$ cat config.mk
export PLATFORM = sky130hd
export DESIGN_NAME = rs_complex_station_flat
export DESIGN_NICKNAME = d
export VERILOG_FILES = /design/src/rtl/rs_complex_if.sv /design/src/rtl/rs_complex_station.sv /design/src/flat_wrapper.sv
export SDC_FILE = /design/constraint.sdc
export NUM_CORES = 1
export LEC_CHECK = 0
export BUFFER_PORTS_ARGS = -buffer_cell sky130_fd_sc_hd__buf_2
export CELL_PAD_IN_SITES_DETAIL_PLACEMENT = 2
export CELL_PAD_IN_SITES_GLOBAL_PLACEMENT = 2
export CORE_MARGIN = 2
export CORE_UTILIZATION = 25
export DETAILED_ROUTE_END_ITERATION = 10
export GPL_TIMING_DRIVEN = 1
export PLACE_DENSITY_LB_ADDON = 0.1
export SLEW_MARGIN = 10
export SYNTH_ARGS = -nofsm -noshare
export SYNTH_HDL_FRONTEND = slang
export SYNTH_SLANG_ARGS = --single-unit
$ cat constraint.sdc
create_clock -name clk -period 4.01 [get_ports clk]
set_input_delay 1.203 -clock clk [delete_from_list [all_inputs] [get_ports clk]]
set_output_delay 1.203 -clock clk [all_outputs]
set_load 0.03 [all_outputs]
$ cat src/rtl/rs_complex_if.sv
// Bundle of dispatch, writeback, issue and entry-packet signals between
// the complex reservation station and its neighbouring pipeline stages.
interface rs_complex_if #(
   parameter int ENTRY_W = 114,
   parameter int TAG_W   = 4,
   parameter int DATA_W  = 32
);
   logic               flush;
   logic               dispatch_valid;
   logic               dispatch_ready;
   logic [ENTRY_W-1:0] dispatch_inst;
   logic [TAG_W-1:0]   dispatch_rob_num;
   logic               wb0_valid;
   logic [TAG_W-1:0]   wb0_rob_num;
   logic [DATA_W-1:0]  wb0_data;
   logic               wb1_valid;
   logic [TAG_W-1:0]   wb1_rob_num;
   logic [DATA_W-1:0]  wb1_data;
   logic [ENTRY_W-1:0] rs_complex_0;
   logic [ENTRY_W-1:0] rs_complex_1;
   logic [TAG_W-1:0]   rs_complex_0_entry_num;
   logic [TAG_W-1:0]   rs_complex_1_entry_num;
   logic               selector;
   logic               complex_0_issue;
   logic               complex_1_issue;

   modport master (
      output flush, dispatch_valid, dispatch_inst, dispatch_rob_num,
      output wb0_valid, wb0_rob_num, wb0_data,
      output wb1_valid, wb1_rob_num, wb1_data,
      output complex_0_issue, complex_1_issue,
      input  dispatch_ready, rs_complex_0, rs_complex_1,
      input  rs_complex_0_entry_num, rs_complex_1_entry_num, selector
   );

   modport slave (
      input  flush, dispatch_valid, dispatch_inst, dispatch_rob_num,
      input  wb0_valid, wb0_rob_num, wb0_data,
      input  wb1_valid, wb1_rob_num, wb1_data,
      input  complex_0_issue, complex_1_issue,
      output dispatch_ready, rs_complex_0, rs_complex_1,
      output rs_complex_0_entry_num, rs_complex_1_entry_num, selector
   );
endinterface

$ cat src/rtl/rs_complex_station.sv
// Two-entry reservation station for the complex unit: holds dispatched
// instructions, captures operands from two writeback buses, clears on issue.
module rs_complex_station #(
   parameter int ENTRY_W = 114,
   parameter int TAG_W   = 4,
   parameter int DATA_W  = 32
) (
   input logic         clk,
   input logic         rst,
   rs_complex_if.slave bus
);
   // An operand field is {value, ready}; rs1 starts at bit 5, rs2 at bit 38.
   localparam int RS1_LO = 5;
   localparam int RS2_LO = 38;
   localparam int OP_W   = DATA_W + 1;

   logic [1:0]         valid_reg;
   logic [1:0]         valid_next;
   logic [ENTRY_W-1:0] pkt_reg  [2];
   logic [ENTRY_W-1:0] pkt_next [2];
   logic [TAG_W-1:0]   tag_reg  [2];
   logic [TAG_W-1:0]   tag_next [2];
   logic               selector_reg;
   logic               selector_next;

   logic [1:0]         issue;
   logic [1:0]         free;
   logic [1:0]         hit;
   logic [1:0]         remain;
   logic               accept;
   logic               target;
   logic [ENTRY_W-1:0] disp_pkt;

   function automatic logic [OP_W-1:0] wake_op(
      input logic [OP_W-1:0]   op,
      input logic              v0,
      input logic [TAG_W-1:0]  t0,
      input logic [DATA_W-1:0] d0,
      input logic              v1,
      input logic [TAG_W-1:0]  t1,
      input logic [DATA_W-1:0] d1
   );
      logic [OP_W-1:0] res;
      res = op;
      if (!op[0]) begin
         if (v0 && (t0 == op[TAG_W:1])) begin
            res = {d0, 1'b1};
         end else if (v1 && (t1 == op[TAG_W:1])) begin
            res = {d1, 1'b1};
         end
      end
      return res;
   endfunction

   function automatic logic [ENTRY_W-1:0] wake_pkt(
      input logic [ENTRY_W-1:0] p,
      input logic               v0,
      input logic [TAG_W-1:0]   t0,
      input logic [DATA_W-1:0]  d0,
      input logic               v1,
      input logic [TAG_W-1:0]   t1,
      input logic [DATA_W-1:0]  d1
   );
      logic [ENTRY_W-1:0] res;
      res = p;
      res[RS1_LO +: OP_W] = wake_op(p[RS1_LO +: OP_W], v0, t0, d0, v1, t1, d1);
      res[RS2_LO +: OP_W] = wake_op(p[RS2_LO +: OP_W], v0, t0, d0, v1, t1, d1);
      return res;
   endfunction

   // A waiting operand keeps only its producer tag; the rest of the value is zeroed.
   function automatic logic [OP_W-1:0] clean_op(input logic [OP_W-1:0] op);
      logic [OP_W-1:0] res;
      res = op;
      if (!op[0]) begin
         res = {{(DATA_W-TAG_W){1'b0}}, op[TAG_W:0]};
      end
      return res;
   endfunction

   function automatic logic [ENTRY_W-1:0] clean_pkt(input logic [ENTRY_W-1:0] p);
      logic [ENTRY_W-1:0] res;
      res = p;
      res[RS1_LO +: OP_W] = clean_op(p[RS1_LO +: OP_W]);
      res[RS2_LO +: OP_W] = clean_op(p[RS2_LO +: OP_W]);
      return res;
   endfunction

   assign issue  = {bus.complex_1_issue, bus.complex_0_issue};
   assign free   = ~valid_reg | issue;
   assign remain = valid_reg & ~issue;
   assign target = ~free[0];

   assign bus.dispatch_ready = free[0] | free[1];
   assign accept             = bus.dispatch_valid & bus.dispatch_ready;

   assign disp_pkt = wake_pkt(clean_pkt(bus.dispatch_inst),
                              bus.wb0_valid, bus.wb0_rob_num, bus.wb0_data,
                              bus.wb1_valid, bus.wb1_rob_num, bus.wb1_data);

   // Dispatch wins over issue of the same slot; an issued or empty slot reads zero.
   generate
      for (genvar gi = 0; gi < 2; gi++) begin : gen_entry
         assign hit[gi]        = accept && (target == 1'(gi));
         assign valid_next[gi] = hit[gi] | remain[gi];
         assign pkt_next[gi]   = hit[gi]    ? disp_pkt :
                                 remain[gi] ? wake_pkt(pkt_reg[gi],
                                                       bus.wb0_valid, bus.wb0_rob_num, bus.wb0_data,
                                                       bus.wb1_valid, bus.wb1_rob_num, bus.wb1_data) :
                                              '0;
         assign tag_next[gi]   = hit[gi]    ? bus.dispatch_rob_num :
                                 remain[gi] ? tag_reg[gi] : '0;
      end
   endgenerate

   // Selector tracks the newest entry; when one entry frees it falls to the survivor.
   always_comb begin
      selector_next = selector_reg;
      if (accept) begin
         selector_next = target;
      end else if (|(valid_reg & issue) && (remain[0] ^ remain[1])) begin
         selector_next = remain[1];
      end
   end

   always_ff @(posedge clk) begin
      if (rst || bus.flush) begin
         valid_reg    <= '0;
         selector_reg <= 1'b0;
         for (int i = 0; i < 2; i++) begin
            pkt_reg[i] <= '0;
            tag_reg[i] <= '0;
         end
      end else begin
         valid_reg    <= valid_next;
         selector_reg <= selector_next;
         for (int i = 0; i < 2; i++) begin
            pkt_reg[i] <= pkt_next[i];
            tag_reg[i] <= tag_next[i];
         end
      end
   end

   assign bus.rs_complex_0           = pkt_reg[0];
   assign bus.rs_complex_1           = pkt_reg[1];
   assign bus.rs_complex_0_entry_num = tag_reg[0];
   assign bus.rs_complex_1_entry_num = tag_reg[1];
   assign bus.selector               = selector_reg;

endmodule

$ cat src/flat_wrapper.sv
// flat-port wrapper written by rule: the top's interface ports become plain ports
module rs_complex_station_flat 
#(
   parameter int ENTRY_W = 114,
   parameter int TAG_W   = 4,
   parameter int DATA_W  = 32
)
  (clk, rst, bus_flush, bus_dispatch_valid, bus_dispatch_inst, bus_dispatch_rob_num, bus_wb0_valid, bus_wb0_rob_num, bus_wb0_data, bus_wb1_valid, bus_wb1_rob_num, bus_wb1_data, bus_complex_0_issue, bus_complex_1_issue, bus_dispatch_ready, bus_rs_complex_0, bus_rs_complex_1, bus_rs_complex_0_entry_num, bus_rs_complex_1_entry_num, bus_selector);
  rs_complex_if #(.ENTRY_W(ENTRY_W), .TAG_W(TAG_W), .DATA_W(DATA_W)) bus_i ();
  input logic clk;
  input logic rst;
  input wire logic [$bits(bus_i.flush)-1:0] bus_flush;
  input wire logic [$bits(bus_i.dispatch_valid)-1:0] bus_dispatch_valid;
  input wire logic [$bits(bus_i.dispatch_inst)-1:0] bus_dispatch_inst;
  input wire logic [$bits(bus_i.dispatch_rob_num)-1:0] bus_dispatch_rob_num;
  input wire logic [$bits(bus_i.wb0_valid)-1:0] bus_wb0_valid;
  input wire logic [$bits(bus_i.wb0_rob_num)-1:0] bus_wb0_rob_num;
  input wire logic [$bits(bus_i.wb0_data)-1:0] bus_wb0_data;
  input wire logic [$bits(bus_i.wb1_valid)-1:0] bus_wb1_valid;
  input wire logic [$bits(bus_i.wb1_rob_num)-1:0] bus_wb1_rob_num;
  input wire logic [$bits(bus_i.wb1_data)-1:0] bus_wb1_data;
  input wire logic [$bits(bus_i.complex_0_issue)-1:0] bus_complex_0_issue;
  input wire logic [$bits(bus_i.complex_1_issue)-1:0] bus_complex_1_issue;
  output wire logic [$bits(bus_i.dispatch_ready)-1:0] bus_dispatch_ready;
  output wire logic [$bits(bus_i.rs_complex_0)-1:0] bus_rs_complex_0;
  output wire logic [$bits(bus_i.rs_complex_1)-1:0] bus_rs_complex_1;
  output wire logic [$bits(bus_i.rs_complex_0_entry_num)-1:0] bus_rs_complex_0_entry_num;
  output wire logic [$bits(bus_i.rs_complex_1_entry_num)-1:0] bus_rs_complex_1_entry_num;
  output wire logic [$bits(bus_i.selector)-1:0] bus_selector;
  assign bus_i.flush = bus_flush;
  assign bus_i.dispatch_valid = bus_dispatch_valid;
  assign bus_i.dispatch_inst = bus_dispatch_inst;
  assign bus_i.dispatch_rob_num = bus_dispatch_rob_num;
  assign bus_i.wb0_valid = bus_wb0_valid;
  assign bus_i.wb0_rob_num = bus_wb0_rob_num;
  assign bus_i.wb0_data = bus_wb0_data;
  assign bus_i.wb1_valid = bus_wb1_valid;
  assign bus_i.wb1_rob_num = bus_wb1_rob_num;
  assign bus_i.wb1_data = bus_wb1_data;
  assign bus_i.complex_0_issue = bus_complex_0_issue;
  assign bus_i.complex_1_issue = bus_complex_1_issue;
  assign bus_dispatch_ready = bus_i.dispatch_ready;
  assign bus_rs_complex_0 = bus_i.rs_complex_0;
  assign bus_rs_complex_1 = bus_i.rs_complex_1;
  assign bus_rs_complex_0_entry_num = bus_i.rs_complex_0_entry_num;
  assign bus_rs_complex_1_entry_num = bus_i.rs_complex_1_entry_num;
  assign bus_selector = bus_i.selector;
  rs_complex_station #(.ENTRY_W(ENTRY_W), .TAG_W(TAG_W), .DATA_W(DATA_W)) u_core (.clk(clk), .rst(rst), .bus(bus_i));
endmodule
==> reports/metrics.yaml <==
clocking:
  post_cts_resized: 0
  insertion_delay_ps: 600
  cts_hold_buf: 0
  cts_max_level: 1
  clockRootBuffer: "clkbuf_16"
  cts_made_buffers: 30
  cts_setup_buffers: 0
  cts.reportedPaths.clkPinSlew_ps: 60
  cts_sinks: 239
  cts_buffer_depth: 3
  tritoncts: "yes"
synthesis:
  synthMuxAreaShare_pct: 0
  ys_top_cells_by_area: "dfxtp_1 38%, nand2_1 8.0%, o21ai_0 6.2%"
  ys_async_sr_fraction_pct: 0
  syn_inst: 1596
  syn_area_per_cell_um2: 7.94
  synth-seq-area-share_pct: 37.8
  synth_nets: 1795
  yosys.area_share.adder_pct: 0.0988
  synth-edff-count: 0
  synth_top_area_share_pct: 37.8
  netlist_area_um2: 12700
  ys_ff_latch: 239
  synth_ff_type: "dfxtp_1"
  synthXorXnorAreaFrac_pct: 2.90
  synth_top_family_by_area: "compound AO/OA/AOI/OAI gates"
  synth-compound-area-share_pct: 36.5
  yosys_warnings: 0
  synth_cell_types: 56
  yosysTopAreaCell: "dfxtp_1"
  synth-simple-area-share_pct: 16.1
placed_design:
  portBuffers: 435
  gp_congestion: 0.839
  pre_cts_ws_ps: 426
  place_inst: 2578
  dp_hpwl_mm: 49.6
final_layout:
  drive_gt1_share_pct: 28.7
  area_growth_pct: 29.9
  layout_common_cells: "435 x buf_2, 264 x nand2_1, 239 x dfxtp_1"
  postLayoutCoreUtil_pct: 32.9
  final_nets: 2137
  fillCellCount: 5845
  largest_reg_flops: 228
  final_common_cell: "buf_2"
  stdcell_count: 2639
die:
  die_y_um: 229
  dieArea_um2: 52500
  core_area_um2: 50100
  ios: 436
  die_w_um: 229
  core.rowCount: 82
  start_util_pct: 25.3
status:
  outcome: "finished, final reports clean"
grt:
  track_usage_pct: 26.8
  grt_pass1_vias: 16186
  antenna_found_initial: 11
  grt_start_max_net_pins: 67
  grt_pass1_wl_mm: 108
  overflow: 0
route:
  routed_wl_mm: 72.5
  drtPass1Iterations: 5
  dr_total_vias: 14916
  drt_iter0_markers: 864
  remaining_drc_errors: 0
  via_per_inst: 5.65
  detail-route-antenna-nets: 0
  detail_route.wl_per_cell_um: 27.5
critical_path:
  crit_path_end_kind: "primary output"
  worst_ep_arrival_time_ps: 2130
  start_kind: "primary input"
  critical_path_class: "in -> out"
  cp.required_ps: 2810
  crit_fanout: 6
timing:
  timing.final.crit_share_pct: 83.0
  clock.fmax_mhz: 300
  relSlewSlack_pct: 35.5
  setup_viol: 0
  fin_ws_ps: 680
  hold_viol: 0
  post-route-min-period_ps: 3330
  clock_skew_ps: 24.1
  finalSetupTns_ps: 0
  slew_violations: 0
  rsz0062_at_grt: "no"
  tightest_slew_ps: 968
hold_path:
  hold_path_class: "reg -> reg"
power_and_ir_drop:
  p_leak_nw: 6.36
  ir_drop_v: 0.000312
  p_per_area_nw_per_um2: 372
job:
  max_cap_viol_count: 0
-- Yosys cell counts (all sizes together) (3+ instances only) --
master and n:
nand2 269, dfxtp 239, o21ai 162, a21oi 146
clkbuf 123, nand3 96, a31oi 57, a211oi 52
o221a 52, buf 48, a221oi 38, a41oi 38
nor2b 29, o2111ai 28, a22oi 26, a31o 26
o221ai 23, xnor2 21, xor2 21, inv 18
nor3 13, nor2 12, nand2b 9, and3 7
and2 6, nand3b 4, o22a 4, o31a 4
a22o 3
-- per-stage QoR --
step / power [mW] / area [um2] / hold slack, ps
after floorplan: 2.92 / 12700 / 578
after global placement: 3.32 / 15500 / 435
after detailed placement: 3.34 / 15500 / 446
after CTS: 6.18 / 16400 / 454
after global routing: 6.35 / 16400 / 475
final: 6.12 / 16500 / 451
-- worst max-delay path, cell delays in order --
cell	delay [ps]
buf_2	100
nand2b_2	240
inv_2	80
ha_1	240
inv_1	70
buf_2	190
-- layout make-up --
cell class	count	area [um2]	share of cell area (%)
antenna	6	15.0	0.0912
multi-input combinational	1167	7170	43.5
inverter	19	73.8	0.449
sequential	239	4780	29.1
clock inverter	8	126	0.768
timing repair buffer	481	2580	15.7
tap	672	841	5.11
clock buffer	47	865	5.25
-- layer usage --
| layer | share of wire, % | up-vias | track usage [%] | wire (um) |
|---|---|---|---|---|
| met5 | 0.088 | - | 0 | 64 |
| met4 | 3.0 | 10 | 8.28 | 2160 |
| met3 | 6.7 | 110 | 6.74 | 4870 |
| met2 | 48 | 522 | 45.9 | 35000 |
| met1 | 42 | 7571 | 32.9 | 30400 |
| li1 | - | 6703 | - | - |
-- final timing paths --
kind	startpoint	endpoint	slack, ps	cells after the start
max	bus_complex_1_issue	bus_dispatch_ready	680	6
min reg2reg	u_core.pkt_reg[0][194]	u_core.pkt_reg[0][194]	450	2
min	u_core.pkt_reg[0][194]	u_core.pkt_reg[0][194]	450	2
max reg2reg	u_core.pkt_reg[0][7]	u_core.pkt_reg[0][36]	1440	7
-- where the power goes --
part           internal [mW]  switching, mW
clock network           1.66           1.16
logic                  0.245          0.598
registers               2.42         0.0301
total                   4.32           1.79
-- kinds of logic after synthesis --
family | Yosys count
compound gates | 669
simple gates | 455
flops | 239
buf+inv | 190
xor+xnor | 42
fa+ha+maj | 1
(Power assumes the default switching activity.)
